File: config.mk
export PLATFORM = sky130hd
export DESIGN_NAME = prng_seq_ctrl
export DESIGN_NICKNAME = d
export VERILOG_FILES = /design/src/rtl/prng_pkg.sv /design/src/rtl/prng_tick_gen.sv /design/src/rtl/prng_seq_ctrl.sv
export SDC_FILE = /design/constraint.sdc
export NUM_CORES = 1
export LEC_CHECK = 0
export CORE_UTILIZATION = 52
export CTS_CLUSTER_SIZE = 30
export DETAILED_ROUTE_END_ITERATION = 10
export GPL_ROUTABILITY_DRIVEN = 0
export HOLD_SLACK_MARGIN = 0.05
export PLACE_DENSITY = 0.81
export SYNTH_ARGS = -nofsm -noshare
export SYNTH_HDL_FRONTEND = slang
export SYNTH_SLANG_ARGS = --single-unit
export TNS_END_PERCENT = 100
File: constraint.sdc
create_clock -name clk -period 2.35 [get_ports clk]
set_input_delay 0.5875 -clock clk [delete_from_list [all_inputs] [get_ports clk]]
set_output_delay 0.5875 -clock clk [all_outputs]
set_load 0.01 [all_outputs]
File: src/rtl/prng_pkg.sv
// Shared types and constants for the LFSR PRNG sequencing controller.
package prng_pkg;

    localparam int WIDTH = 16;
    localparam logic [WIDTH-1:0] SAFE_SEED = 16'hACE1;

    typedef enum logic [1:0] {
        IDLE = 2'd0,
        SEED = 2'd1,
        RUN  = 2'd2,
        HOLD = 2'd3
    } state_t;

    function automatic int unsigned tick_div(input int unsigned clk_hz, input int unsigned base_hz);
        return clk_hz / base_hz;
    endfunction

endpackage

File: src/rtl/prng_tick_gen.sv
// Prescaler producing a single-cycle tick every (TICK_DIV << rate_sel) enabled cycles.
module prng_tick_gen
    import prng_pkg::*;
#(
    parameter int unsigned TICK_DIV = 10,
    parameter int          CNT_W    = $clog2(TICK_DIV << 7)
) (
    input  logic       clk,
    input  logic       rst_n,
    input  logic       clr,
    input  logic       en,
    input  logic [2:0] rate_sel,
    output logic       tick
);

    logic [CNT_W-1:0] cnt_q, cnt_d;
    logic [CNT_W-1:0] term_q, term_d;

    function automatic logic [CNT_W-1:0] term_of(input logic [2:0] r);
        return CNT_W'((TICK_DIV << r) - 1);
    endfunction

    // The terminal count is latched only at clear or wrap, so a rate change
    // never truncates or stretches the interval already in progress.
    always_comb begin
        cnt_d  = cnt_q;
        term_d = term_q;
        tick   = 1'b0;
        if (clr) begin
            cnt_d  = '0;
            term_d = term_of(rate_sel);
        end else if (en) begin
            if (cnt_q == term_q) begin
                tick   = 1'b1;
                cnt_d  = '0;
                term_d = term_of(rate_sel);
            end else begin
                cnt_d = cnt_q + CNT_W'(1);
            end
        end
    end

    always_ff @(posedge clk or negedge rst_n) begin
        if (!rst_n) begin
            cnt_q  <= '0;
            term_q <= term_of(3'd0);
        end else begin
            cnt_q  <= cnt_d;
            term_q <= term_d;
        end
    end

endmodule

File: src/rtl/prng_seq_ctrl.sv
// Sequencer for the LFSR PRNG: seed load, paced or on-demand stepping, and
// valid/ready delivery of 8-bit samples.
module prng_seq_ctrl
    import prng_pkg::*;
#(
    parameter int unsigned      CLK_HZ    = 10_000_000,
    parameter int unsigned      BASE_HZ   = 1_000,
    parameter int               WIDTH     = prng_pkg::WIDTH,
    parameter logic [WIDTH-1:0] SAFE_SEED = prng_pkg::SAFE_SEED
) (
    input  logic             clk,
    input  logic             rst_n,
    input  logic             ena,
    input  logic [WIDTH-1:0] seed_in,
    input  logic             seed_we,
    input  logic             start,
    input  logic             stop,
    input  logic             mode,
    input  logic [2:0]       rate_sel,
    input  logic             req,
    input  logic [WIDTH-1:0] lfsr_q,
    output logic             lfsr_load,
    output logic [WIDTH-1:0] lfsr_seed,
    output logic             lfsr_step,
    output logic [7:0]       sample_data,
    output logic             sample_valid,
    input  logic             sample_ready,
    output logic             busy,
    output logic [1:0]       state_o
);

    localparam int unsigned TICK_DIV = tick_div(CLK_HZ, BASE_HZ);

    state_t           state_q, state_d;
    logic [WIDTH-1:0] seed_q, seed_d;
    logic [7:0]       data_q, data_d;
    logic             cap_q, cap_d;
    logic             valid_q, valid_d;
    logic             req_q, req_d;
    logic             overrun_q, overrun_d;
    logic             tick, tg_en, tg_clr;
    logic             do_step, do_load;
    logic             unused_hi;

    assign tg_en  = ena && !mode && (state_q == RUN || state_q == HOLD);
    assign tg_clr = ena && (state_q == SEED);

    prng_tick_gen #(
        .TICK_DIV (TICK_DIV)
    ) u_tick (
        .clk      (clk),
        .rst_n    (rst_n),
        .clr      (tg_clr),
        .en       (tg_en),
        .rate_sel (rate_sel),
        .tick     (tick)
    );

    always_comb begin
        state_d   = state_q;
        data_d    = data_q;
        cap_d     = cap_q;
        valid_d   = valid_q;
        req_d     = req_q;
        overrun_d = overrun_q;
        do_step   = 1'b0;
        do_load   = 1'b0;
        seed_d    = seed_q;
        if (seed_we) begin
            seed_d = (seed_in == '0) ? SAFE_SEED : seed_in;
        end
        if (ena) begin
            req_d = 1'b0;
            if (start) overrun_d = 1'b0;
            // The LFSR only moves on our strobe, so the post-step value is
            // frozen into the holding register one cycle after the step.
            if (cap_q) begin
                data_d = lfsr_q[7:0];
                cap_d  = 1'b0;
            end
            case (state_q)
                IDLE: begin
                    if (start) state_d = SEED;
                end
                SEED: begin
                    do_load = 1'b1;
                    state_d = stop ? IDLE : RUN;
                end
                RUN: begin
                    if (stop) begin
                        state_d = IDLE;
                    end else begin
                        do_step = mode ? req_q : tick;
                        if (do_step) begin
                            state_d = HOLD;
                            valid_d = 1'b1;
                            cap_d   = 1'b1;
                        end else if (mode && req) begin
                            req_d = 1'b1;
                        end
                    end
                end
                HOLD: begin
                    if (!mode && tick) overrun_d = 1'b1;
                    if (stop || sample_ready) begin
                        state_d = stop ? IDLE : RUN;
                        valid_d = 1'b0;
                    end
                end
                default: state_d = IDLE;
            endcase
        end
    end

    always_ff @(posedge clk or negedge rst_n) begin
        if (!rst_n) begin
            state_q   <= IDLE;
            seed_q    <= SAFE_SEED;
            data_q    <= '0;
            cap_q     <= 1'b0;
            valid_q   <= 1'b0;
            req_q     <= 1'b0;
            overrun_q <= 1'b0;
        end else begin
            state_q   <= state_d;
            seed_q    <= seed_d;
            data_q    <= data_d;
            cap_q     <= cap_d;
            valid_q   <= valid_d;
            req_q     <= req_d;
            overrun_q <= overrun_d;
        end
    end

    assign lfsr_load    = do_load;
    assign lfsr_step    = do_step;
    assign lfsr_seed    = seed_q;
    assign sample_data  = cap_q ? lfsr_q[7:0] : data_q;
    assign sample_valid = valid_q;
    assign busy         = (state_q != IDLE);
    assign state_o      = state_q;
    assign unused_hi    = ^lfsr_q[WIDTH-1:8];

endmodule

=== Word level (Yosys, flattened, before mapping) ===
Cells that the tools add are included.

* Output and inout bits: 30
* Bits of input ports: 44
* Word-level logic and storage cells: 70
* Register bits: 71

* Reductions and logical operators: 16
* Shift operators: 1
* Mux-type cells: 34
* Add/subtract/negate cells: 2
* Equality and inequality tests: 9

{| class="wikitable"
|+ Operator list
! operator !! count
|-
| $mux W21 || 6
|-
| $add A21 B1 Y21 const B || 1
|-
| $eq A21 B21 Y1 || 1
|-
| $shl A14 B3 Y21 const A || 1
|-
| $sub A21 B1 Y21 const B || 1
|-
| $mux W1 || 19
|-
| $logic_not A16 Y1 || 1
|-
| $mux W16 || 1
|-
| $mux W2 || 5
|-
| $mux W8 || 1
|-
| $pmux W2 S4 || 1
|-
| $reduce_bool A2 Y1 || 4
|-
| $reduce_and A5 Y1 || 1
|-
| $eq A2 B2 Y1 const B || 2
|-
| $logic_and A1 B1 Y1 || 4
|-
| $ne A2 B1 Y1 const B || 2
|-
| $ne A2 B2 Y1 const B || 2
|-
| $reduce_and A4 Y1 || 1
|-
| $ne A3 B2 Y1 const B || 1
|-
| $eq A2 B1 Y1 const B || 1
|-
| $logic_not A2 Y1 || 1
|-
| $logic_or A1 B1 Y1 || 2
|-
| $pmux W1 S2 || 1
|-
| $reduce_and A2 Y1 || 1
|-
| $logic_not A1 Y1 || 1
|}

=== Depth between registers and ports, before layout ===
Gate-level depths: netlist (run 1).

* Depth after elaboration: 9
* Mapped depth: 10
* Depth with buffers taken out: 8

=== Hierarchy ===
A second synthesis (run 1) with hierarchy kept.

* Cells, all modules: 354
* Area total of the unflattened synthesis: 3,731.1 um^2

{| class="wikitable"
|+ Modules (own cells, without submodules)
! module !! sequential area each (um^2) !! instances !! area each (um^2) !! cells each
|-
| prng_tick_gen || 955.9 || 1 || 2,442.3 || 261
|-
| prng_seq_ctrl || 735.7 || 1 || 1,288.7 || 93
|}

=== Least setup slack after synthesis (run 1) ===
OpenSTA, ideal clock, no wires.

* Kind: input to register
* From: input rate_sel[1]
* To: register u_tick.term_q[10]
* Slack: 0.030 ns
* Data required time: 2.268 ns
* Stages on the path: 10
* Data arrival time: 2.238 ns
* Path buffers: 2
* Cell sequence: clkbuf_1 inv_1 ha_1 clkbuf_1 nand2_1 ha_1 nor3b_1 o21ai_0 o211ai_1 mux2_2

* Cells in the longest elaborated chain, start to end: 5

{| class="wikitable"
|+ Ends and longest elaborated chain
! what !! line !! RTL
|-
| start: declaration || prng_seq_ctrl.sv:19 || <nowiki>input logic [2:0] rate_sel,</nowiki>
|-
| $shl A14 B3 Y21 * || prng_tick_gen.sv:20 || <nowiki>return CNT_W'((TICK_DIV << r) - 1);</nowiki>
|-
| $sub A21 B1 Y21 * || prng_tick_gen.sv:20 ||
|-
| $mux W21 || prng_tick_gen.sv:33 || <nowiki>if (cnt_q == term_q) begin</nowiki>
|-
| $mux W21 || prng_tick_gen.sv:32 || <nowiki>end else if (en) begin</nowiki>
|-
| $mux W21 * || prng_tick_gen.sv:29 || <nowiki>if (clr) begin</nowiki>
|-
| end signal: assignment || prng_tick_gen.sv:46 || <nowiki>term_q <= term_of(3'd0);</nowiki>
|-
| end signal: assignment || prng_tick_gen.sv:49 || <nowiki>term_q <= term_d;</nowiki>
|-
| end: declaration || prng_tick_gen.sv:17 || <nowiki>logic [CNT_W-1:0] term_q, term_d;</nowiki>
|}

Mark *: on every way between the ends. The rest lies on a longest branch, timed or not. The select of a mux whose other input is x is not followed.
A chain may end at the register's enable or synchronous reset.

=== Worst setup path in the final report (run 1) ===
* From: register u_tick.cnt_q[4]
* To: output lfsr_step

* Cells in the longest elaborated chain, start to end: 8

{| class="wikitable"
|+ Ends and longest elaborated chain
! what !! line !! RTL
|-
| start: declaration || prng_tick_gen.sv:16 || <nowiki>logic [CNT_W-1:0] cnt_q, cnt_d;</nowiki>
|-
| start signal: assignment || prng_tick_gen.sv:48 || <nowiki>cnt_q <= cnt_d;</nowiki>
|-
| $eq A21 B21 Y1 || prng_tick_gen.sv:33 ||
|-
| $mux W1 || prng_tick_gen.sv:33 ||
|-
| $mux W1 || prng_tick_gen.sv:32 ||
|-
| $mux W1 || prng_tick_gen.sv:29 ||
|-
| $mux W1 || prng_seq_ctrl.sv:93 || <nowiki>do_step = mode ? req_q : tick;</nowiki>
|-
| $mux W1 || prng_seq_ctrl.sv:90 || <nowiki>if (stop) begin</nowiki>
|-
| $mux W1 || prng_seq_ctrl.sv:81 || <nowiki>case (state_q)</nowiki>
|-
| $mux W1 || prng_seq_ctrl.sv:72 || <nowiki>if (ena) begin</nowiki>
|-
| end: declaration || prng_seq_ctrl.sv:24 || <nowiki>output logic lfsr_step,</nowiki>
|}

Every way passes these cells.

==> flow_metrics.tcl, run 1 <==
set metrics [dict create \
    asyncSetResetFlopFracSynth 1.00 \
    maxSlewViolCount 0 \
    hold_violations 0 \
    ys_ff_latch 67 \
    relative_contribution_of_sequential_cells_to_total_power 0.428 \
    hpwl_um 6570 \
    area_of_the_mapped_netlist_um2 3620 \
    portBuffers 65 \
    clkLatencyLatePin_ns 0.35 \
    combPwrFrac 0.289 \
    cp_data_arrival_time_ns 1.99 \
    most_used_flip_flop_cell_after_synthesis "dfrtp_1" \
    crit_end "lfsr_step" \
    clock.fmax_mhz 388 \
    synth-edff-count 0 \
    cts_buffer_depth 2 \
    netlist_instances 349 \
    synth_cell_types 46 \
    drt_pre_antenna_iters 4 \
    die_height_um 85.5 \
    number_of_global_route_vias_before_repair 3185 \
    fp-row-count 30 \
    type_of_origin_of_the_critical_path "flip-flop" \
    ys_seq_area_frac 0.467 \
    synth_area_leaders "dfrtp_1 (38%), mux2_2 (9.0%), dfstp_2 (8.7%), xor2_1 (4.8%), xnor2_1 (3.9%)" \
    net_switching_power_mw 1.10 \
    rr_startpoint "u_tick.cnt_q[4]$_DFFE_PN0P_" \
    violations_in_the_final_reports "negative setup slack" \
    route.detailed.wl_per_inst_um 16.2 \
    grt_overflow 0 \
    layout_min_cycle_time_ns 2.58 \
    synth_largest_type_area_fraction 0.380 \
    final.setup_skew_ns 0.00882 \
    cts_max_level 3 \
    fraction_of_final_layout_cells_with_drive_strength_greater_than_1 0.281 \
    clkTransAtPathRegs_ns 0.07 \
    worst_pin_slew_ns 0.463 \
    mostFrequentLayoutCells "buf_4 (60), dfrtp_1 (54), clkdlybuf4s50_1 (52), nand2_1 (29), mux2_2 (29)" \
    final.period_utilization 1.10 \
    detail-route-antenna-nets 0 \
    drc 0 \
    pwr-share-clk 0.283 \
    area_enclosed_by_the_die_boundary_um2 7310 \
    setup_viol 1 \
    antenna_violations_before_repair 0 \
    postSynthNetCount 399 \
    tritoncts "built" \
    timing.critical_path.from "u_tick.cnt_q[4]$_DFFE_PN0P_" \
    dr.first_iter.drc_count 192 \
    fp.coreArea_um2 6760 \
    initial_utilization 0.536 \
    power.leakage_nw 2.28 \
    crit_type "reg2out" \
    layout.cells.most_common "buf_4" \
    r2r-end "u_tick.term_q[17]$_DFFE_PN0P_" \
    grt_start_max_net_pins 68 \
    grt_setup_unrepaired "yes" \
    status "complete, but fails checks" \
    worst-r2r-setup-slack_ns 0.17 \
    path_max_fanout 2 \
    post-route-worst-setup-slack_ns -0.226 \
    vdd_ir_drop_max_v 0.000529 \
    final_cells 553 \
    yosysTopAreaCell "dfrtp_1" \
    final_net_count 518 \
    synthesis.yosys.warnings 0 \
    floorplan.io_pins 74 \
    finalCoreUtilization 0.742 \
    average_via_count_per_standard_cell 5.56 \
    p_sw_frac 0.290 \
    report.power.total_mw 3.78 \
    die_w_um 85.5 \
    grt_usage 0.267 \
    place_worst_setup_slack_ns -0.629 \
    cts.sinks 67 \
    numCtsBuffers 9 \
    grt_pass1_wl_um 15000 \
    power_density_nw_per_um2 753 \
    num_vias 3075 \
    antennaDiodeCount 0 \
    holdCritPathClass "in2async" \
    r2r.worst_path.cells 7 \
    drv.max_cap_violation_count 0 \
    cts-root-buf "clkbuf_8" \
    area_growth_pct 38.4 \
    critical_path_required_ns 1.76 \
    syn-mean-instance-area_um2 10.4 \
    dp.cells 535 \
    cellInternalPower_mw 2.68 \
    slew_headroom 0.689 \
    worst_setup_path_end_kind "primary output" \
    routed_wl_um 8970 \
    hold_slack_ns 0.242 \
]
[metal layers]
layer / part of all wire / GRT usage / vias up
li1: - / - / 1476
met1: 0.43 / 0.326 / 1495
met2: 0.51 / 0.462 / 87
met3: 0.039 / 0.0443 / 17
met4: 0.021 / 0.126 / 0
met5: 0 / 0 / -
[repair_timing]
action,4_1_cts,5_1_grt
hold buffers,0,0
gates resized for setup,18,5
setup endpoints to repair,44,6
pin swaps,4,1
setup buffers,2,0
[worst max-delay path: stages, from the launching register on]
cell and delay (ns):
dfrtp_1 0.41, xor2_1 0.18, nor4_2 0.33, nand4_2 0.15, o31a_1 0.32, nor2_1 0.11, buf_2 0.14
[area by class of cell]
type	instances	area [um2]
Clock inverter	4	73.8
Multi-Input combinational cell	246	1790
Clock buffer	12	145
Timing Repair Buffer	128	1150
Fill cell	436	1740
Sequential cell	67	1690
Tap cell	80	100
Inverter	16	60.1
[synth_stat cells (2+ instances only)]
| cell | number |
|---|---|
| o221ai_1 | 3 |
| o21ai_0 | 12 |
| buf_2 | 3 |
| inv_1 | 16 |
| nor2b_1 | 2 |
| o31ai_1 | 2 |
| o22ai_1 | 2 |
| dfstp_2 | 12 |
| mux2_1 | 7 |
| nand3_1 | 9 |
| dfrtp_1 | 55 |
| o22a_1 | 8 |
| xor2_1 | 20 |
| o311ai_0 | 2 |
| and3_1 | 2 |
| mux2_2 | 29 |
| o211ai_1 | 3 |
| nor4_1 | 14 |
| nand4_1 | 7 |
| nor2_1 | 28 |
| a21oi_1 | 6 |
| buf_1 | 2 |
| buf_4 | 2 |
| nand2_1 | 29 |
| or2_2 | 4 |
| clkbuf_1 | 12 |
| nor3_1 | 10 |
| mux2i_1 | 7 |
| o31a_1 | 4 |
| xnor2_1 | 16 |
| ha_1 | 6 |
[power by group through the flow]
stage          sequential [mW]  combinational [mW]  clock (mW)
6_report                  1.62                1.09        1.07
3_5_place_dp              1.64                1.09           0
5_1_grt                   1.64                1.20        1.13
4_1_cts                   1.62                1.11        1.08
3_3_place_gp              1.62                1.05           0
2_1_floorplan             1.61               0.590           0
[per-stage QoR]
| step | instance area (um2) | TNS [ns] |
|---|---|---|
| 6_report | 5020 | -0.226 |
| 3_3_place_gp | 4750 | -16.77 |
| 4_1_cts | 5000 | -0.235 |
| 3_5_place_dp | 4750 | -17.50 |
| 5_1_grt | 5020 | -0.286 |
| 2_1_floorplan | 3620 | 0 |
[logic make-up after synthesis]
kind of cell             after synthesis  share of synthesized area
AO/OA/AOI/OAI                         48                     0.0970
XOR/XNOR                              36                     0.0870
adder cells (fa/ha/maj)                6                     0.0207
buffers and inverters                 36                     0.0425
flip-flops                            67                      0.467
multiplexers                          43                      0.131
AND/OR/NAND/NOR                      113                      0.155
[state kept, by name (all words and copies together), names as in the netlist]
signal         flops
req_q              1
state_o            2
u_tick.term_q     17
u_tick.cnt_q      21
lfsr_seed         16
sample_valid       1
cap_q              1
data_q             8
[worst min path at each step]
stage                                               end  depth (start not counted)                           from
final                         lfsr_seed[12]$_DFFE_PN0P_                          2                          rst_n
after global routing          lfsr_seed[12]$_DFFE_PN0P_                          2                          rst_n
after CTS                     lfsr_seed[12]$_DFFE_PN0P_                          2                          rst_n
after detailed placement  u_tick.term_q[13]$_DFFE_PN1P_                          2  u_tick.term_q[13]$_DFFE_PN1P_
after global placement    u_tick.term_q[13]$_DFFE_PN1P_                          2  u_tick.term_q[13]$_DFFE_PN1P_
after floorplan                       cap_q$_DFFE_PN0P_                          0                          rst_n
No activity file was read; power rests on OpenSTA's default activity.
==> inputs of run 2 (changes only) <==
--- a/config.mk
+++ b/config.mk
@@ -10,7 +10,7 @@
 export DETAILED_ROUTE_END_ITERATION = 10
 export GPL_ROUTABILITY_DRIVEN = 0
 export HOLD_SLACK_MARGIN = 0.05
-export PLACE_DENSITY = 0.81
+export PLACE_DENSITY_LB_ADDON = 0.25
 export SYNTH_ARGS = -nofsm -noshare
 export SYNTH_HDL_FRONTEND = slang
 export SYNTH_SLANG_ARGS = --single-unit
==> run 2 against run 1 <==
The run still ends with negative setup slack left; via count increased by 1.9%; register-to-register slack got worse by 0.06 ns; combinational power is essentially flat; critical path depth is 1 higher.
==> flow_metrics.tcl, run 2 (synthesis gave the netlist of run 1 again) <==
set metrics [dict create \
    drt_pre_antenna_iters 4 \
    final_cells 554 \
    route.detailed.wl_per_inst_um 16.0 \
    average_via_count_per_standard_cell 5.65 \
    initial_utilization 0.536 \
    mostFrequentLayoutCells "buf_4 (60), dfrtp_1 (54), clkdlybuf4s50_1 (53), nand2_1 (29), mux2_2 (29)" \
    violations_in_the_final_reports "negative setup slack" \
    grt_usage 0.266 \
    power.leakage_nw 2.27 \
    clkTransAtPathRegs_ns 0.07 \
    cts-root-buf "clkbuf_8" \
    hpwl_um 6310 \
    die_w_um 85.5 \
    post-route-worst-setup-slack_ns -0.258 \
    cts_max_level 3 \
    power_density_nw_per_um2 712 \
    cts.sinks 67 \
    drv.max_cap_violation_count 0 \
    slew_headroom 0.626 \
    fraction_of_final_layout_cells_with_drive_strength_greater_than_1 0.276 \
    fp.coreArea_um2 6760 \
    type_of_origin_of_the_critical_path "flip-flop" \
    fp-row-count 30 \
    postCtsHoldBufs 0 \
    cts_buffer_depth 2 \
    area_enclosed_by_the_die_boundary_um2 7310 \
    status "complete, but fails checks" \
    setup_viol 1 \
    area_growth_pct 37.6 \
    portBuffers 65 \
    critical_path_required_ns 1.76 \
    path_max_fanout 2 \
    grt_overflow 0 \
    largest-register "u_tick.cnt_q" \
    grt_start_max_net_pins 68 \
    num_vias 3132 \
    tritoncts "built" \
    grt_setup_unrepaired "yes" \
    final_net_count 519 \
    clock.fmax_mhz 383 \
    final.setup_skew_ns 0.00943 \
    antenna_violations_before_repair 0 \
    layout.cells.most_common "buf_4" \
    antennaDiodeCount 0 \
    grt_pass1_wl_um 14900 \
    layout_min_cycle_time_ns 2.61 \
    dp.cells 533 \
    drc 0 \
    floorplan.io_pins 74 \
    worst_pin_slew_ns 0.560 \
    finalCoreUtilization 0.738 \
    numCtsBuffers 9 \
    dr.first_iter.drc_count 135 \
    number_of_global_route_vias_before_repair 3075 \
    layout.filler_cells 474 \
    vdd_ir_drop_max_v 0.000494 \
    worst_setup_path_end_kind "primary output" \
    die_height_um 85.5 \
    max_ffs_per_register 21 \
    maxSlewViolCount 0 \
    cp_data_arrival_time_ns 2.02 \
    routed_wl_um 8850 \
    holdCritPathClass "in2async" \
    crit_type "reg2out" \
    detail-route-antenna-nets 0 \
    hold_violations 0 \
    clkLatencyLatePin_ns 0.36 \
    final.period_utilization 1.11 \
]
## run 2: final cells by class
class | count | area [um2] | share of cell area
clock buffers | 13 | 149 | 0.0299
clock inverters | 3 | 15.0 | 0.00301
multi-input cells | 247 | 1820 | 0.364
flip-flops and latches | 67 | 1690 | 0.339
repair buffers | 128 | 1150 | 0.232
inverters | 16 | 60.1 | 0.0120
well taps | 80 | 100 | 0.0201
## run 2: worst paths after layout
path / startpoint / endpoint / slack [ns] / cells past startpoint
max: u_tick.term_q[13]$_DFFE_PN1P_ / lfsr_step / -0.26 / 7
min reg2reg: u_tick.term_q[13]$_DFFE_PN1P_ / u_tick.term_q[13]$_DFFE_PN1P_ / 0.49 / 2
min in group clk: u_tick.term_q[13]$_DFFE_PN1P_ / u_tick.term_q[13]$_DFFE_PN1P_ / 0.49 / 2
max reg2reg: u_tick.term_q[13]$_DFFE_PN1P_ / u_tick.term_q[7]$_DFFE_PN0P_ / 0.11 / 8
max in group asynchronous: rst_n / u_tick.term_q[10]$_DFFE_PN1P_ / 1.78 / 2
min: rst_n / data_q[2]$_DFFE_PN0P_ / 0.22 / 2
## run 2: where the power goes
part	internal, mW	switching (mW)	total [mW]
Clock	0.407	0.426	0.833
Sequential	1.44	0.172	1.61
Combinational	0.624	0.480	1.10
Total	2.47	1.08	3.55
## run 2: timing repair
item                                    in CTS  in global routing
resized for setup                           14                  7
pin swaps                                    6                  5
buffers inserted                             2                  2
endpoints found under the setup margin      44                 13
cloned                                       1                  0
## run 2: per-stage QoR
| step | cell area (um2) | worst slack [ns] | setup TNS [ns] | hold slack, ns | total power [mW] |
|---|---|---|---|---|---|
| final | 4990 | -0.258 | -0.258 | 0.225 | 3.55 |
| after global routing | 4990 | -0.328 | -0.328 | 0.260 | 3.73 |
| after CTS | 4950 | -0.305 | -0.305 | 0.251 | 3.56 |
| after detailed placement | 4730 | -0.677 | -20.76 | 0.476 | 2.72 |
| after global placement | 4730 | -0.684 | -20.85 | 0.467 | 2.67 |
| after floorplan | 3620 | 0.0298 | 0 | 0.292 | 2.19 |
## run 2: layer usage
layer,vias up,part of all wire,GRT usage
li1,1484,-,-
met4,0,0.025,0.117
met3,24,0.046,0.0558
met5,-,0,0
met1,1542,0.42,0.331
met2,82,0.51,0.451
## run 2: critical path, stage by stage, from the launching register on
cell     delay (ns)
dfstp_2        0.54
xor2_1         0.06
nor4_1         0.26
buf_4          0.17
nand4_4        0.10
o31a_1         0.29
nor2_1         0.10
buf_2          0.14
==> variant (flow settings as in run 1) <==
Change the package constant `WIDTH` from 16 to 20.
--- a/src/rtl/prng_pkg.sv
+++ b/src/rtl/prng_pkg.sv
@@ -2,5 +2,5 @@
 package prng_pkg;
 
-    localparam int WIDTH = 16;
+    localparam int WIDTH = 20;
     localparam logic [WIDTH-1:0] SAFE_SEED = 16'hACE1;
 
Ports: changed (resized lfsr_q, lfsr_seed and seed_in); port bits go from 74 to 86. The function was not compared with the original's and may differ.
==> variant against run 1 <==
Routed wire length increased by 12%. Via count increased by 8.9%. Design area increased by 8.3%. Sequential cell count increased by 4. Non-clock buffer count increased by 24. Power increased by 13%. Setup slack improved by 0.10 ns. Largest cell class unchanged. The run still ends with setup timing left. Area after synthesis increased by 4.2%.
==> variant: results (changes against run 1) <==
| Metric | Value |
|---|---|
| Status | `finished with violations` |
| Failing checks | `setup timing` |
| Max clock buf depth | `2 (unchanged)` |
| Clk_lat worst skew | `0.34 ns` |
| Crit path largest cell delay | `0.46 ns (+0.05 ns)` |
| Cell Area, Placed | `5131 um^2 (+8.1%)` |
| Hpwl dp | `7.352 mm (+12%)` |
| # setup viols final | `1 (unchanged)` |
| Top cells by area, synth | `dfrtp_1, mux2_2, dfstp_2` |
| Biggest register | `u_tick.cnt_q` |
| Pint | `2.932 mW (+9.4%)` |
| Final Hold Violating Endpoints | `0 (unchanged)` |
| Vias | `3,349 (+8.9%)` |
| Port buffer count | `73 (+12%)` |
| Max FFs per register | `21 (unchanged)` |
| Synth unique cells | `53 (+15%)` |
| NumNets Final | `574 (+11%)` |
| H-tree depth | `3 (unchanged)` |
| Setup ws final | `-0.1248 ns (+0.1014 ns)` |
| Slew at the pin with the worst max-slew slack | `0.5428 ns (+0.08005 ns)` |
| Post-synth top cells | `dfrtp_1, nor2_1, mux2_2` |
| Layout Skew | `0.01030 ns (+0.001481 ns)` |
| Post-Synthesis Net Count | `429 (+7.5%)` |
| TNS Setup | `-0.1248 ns (+0.1014 ns)` |
| Worst min path class | `input pin to async pin` |
| Fillers | `447 (+2.5%)` |
| Inst Count DP | `599 (+12%)` |
| Delay-heaviest family, CP | `simple AND/OR/NAND/NOR gates` |
| Vias in the first global route | `3,408 (+7.0%)` |
| Largest net degree at the start of global routing | `51 (-25%)` |
| Total CTS buffers | `9 (unchanged)` |
| Root buffer cell | `clkbuf_8` |
| Power share of the sequential group | `41.3% (-1.5 points)` |
| All-Layer GR Usage | `28.77% (+2.1 points)` |
| Async set or reset register ratio after synthesis | `100.0% (unchanged)` |
| Leak | `2.464 nW (+8.1%)` |
| Post-synth EDFFs | `0 (unchanged)` |
| Part of the power in combinational logic | `35.2% (+6.3 points)` |
| Ratio of cells with drive above 1 in the final layout | `31.29% (+3.2 points)` |
| First-pass GRT wire length | `16.29 mm (+8.5%)` |
| Seq/Total Area, Yosys | `47.43% (+0.76 points)` |
| Cells after Synth | `371 (+6.3%)` |
| Setup WS pre-CTS | `-0.3810 ns (+0.2480 ns)` |
| Iter 0 DRT Violations | `221 (+15%)` |
| Largest fanout on the critical path | `6 (+4)` |
| VDD IR-drop max | `0.5536 mV (+4.7%)` |
| Routed WL per cell | `16.22 um (about the same)` |
| Crit-path slowest cell | `dfrtp_2` |
| Clock-pin slew on the worst setup and hold paths | `0.07 ns (about the same)` |
| Power Total | `4.274 mW (+13%)` |
| WP data arrival | `1.89 ns (-0.10 ns)` |
| Pre-Repair DR Iteration Count | `5 (+1)` |
| DR vias/cell | `5.428 (-2.4%)` |
| Yosys synthesis warning count | `0 (unchanged)` |
| Antenna violations before repair | `0 (unchanged)` |
| # diodes | `0 (unchanged)` |
==> variant: what timing repair did <==
| action | in CTS | in global routing |
|---|---|---|
| resized for setup | 17 | 12 |
| pin swaps | 5 | 5 |
| endpoints found under the hold margin | 0 | 0 |
| buffers inserted | 1 | 1 |
| endpoints found under the setup margin | 11 | 20 |
==> variant: cell type report <==
class / instances / area, um^2 / area share, %
Clock buffer: 13 / 168.9 / 3.109
Clock inverter: 3 / 40.04 / 0.7370
Inverter: 15 / 56.30 / 1.036
Multi-Input combinational cell: 267 / 1907 / 35.10
Sequential cell: 71 / 1794 / 33.03
Tap cell: 96 / 120.1 / 2.211
Timing Repair Buffer: 152 / 1346 / 24.78
==> variant: kinds of logic (layout without fill, tap and decap cells) <==
group / Yosys count / count (layout) / synth area share, %
adders and majority gates: 6 / 6 / 1.987
buffers and inverters: 33 / 183 / 3.677
DFF: 71 / 71 / 47.43
xor gates and xnor gates: 32 / 32 / 7.420
AOI/OAI and AO/OA: 69 / 69 / 11.73
and+or+nand+nor: 125 / 125 / 17.46
muxes: 35 / 35 / 10.30
==> variant: worst paths after layout <==
kind | from | to | slack [ns] | cells past startpoint
max | u_tick.cnt_q[12] | lfsr_step | -0.12 | 8
min | rst_n | data_q[6] | 0.22 | 1
min in group clk | lfsr_seed[8] | lfsr_seed[8] | 0.51 | 1
min reg2reg | lfsr_seed[8] | lfsr_seed[8] | 0.51 | 1
max in group asynchronous | rst_n | u_tick.term_q[10] | 1.43 | 2
max reg2reg | u_tick.cnt_q[5] | u_tick.cnt_q[19] | 0.06 | 7
==> variant: routing by layer <==
metal	vias up	global-route usage [%]	wire length (um)
met5	-	0	0
met4	0	10.73	173
met3	19	5.403	491
met2	111	50.89	5163
met1	1619	34.98	4181
li1	1600	-	-
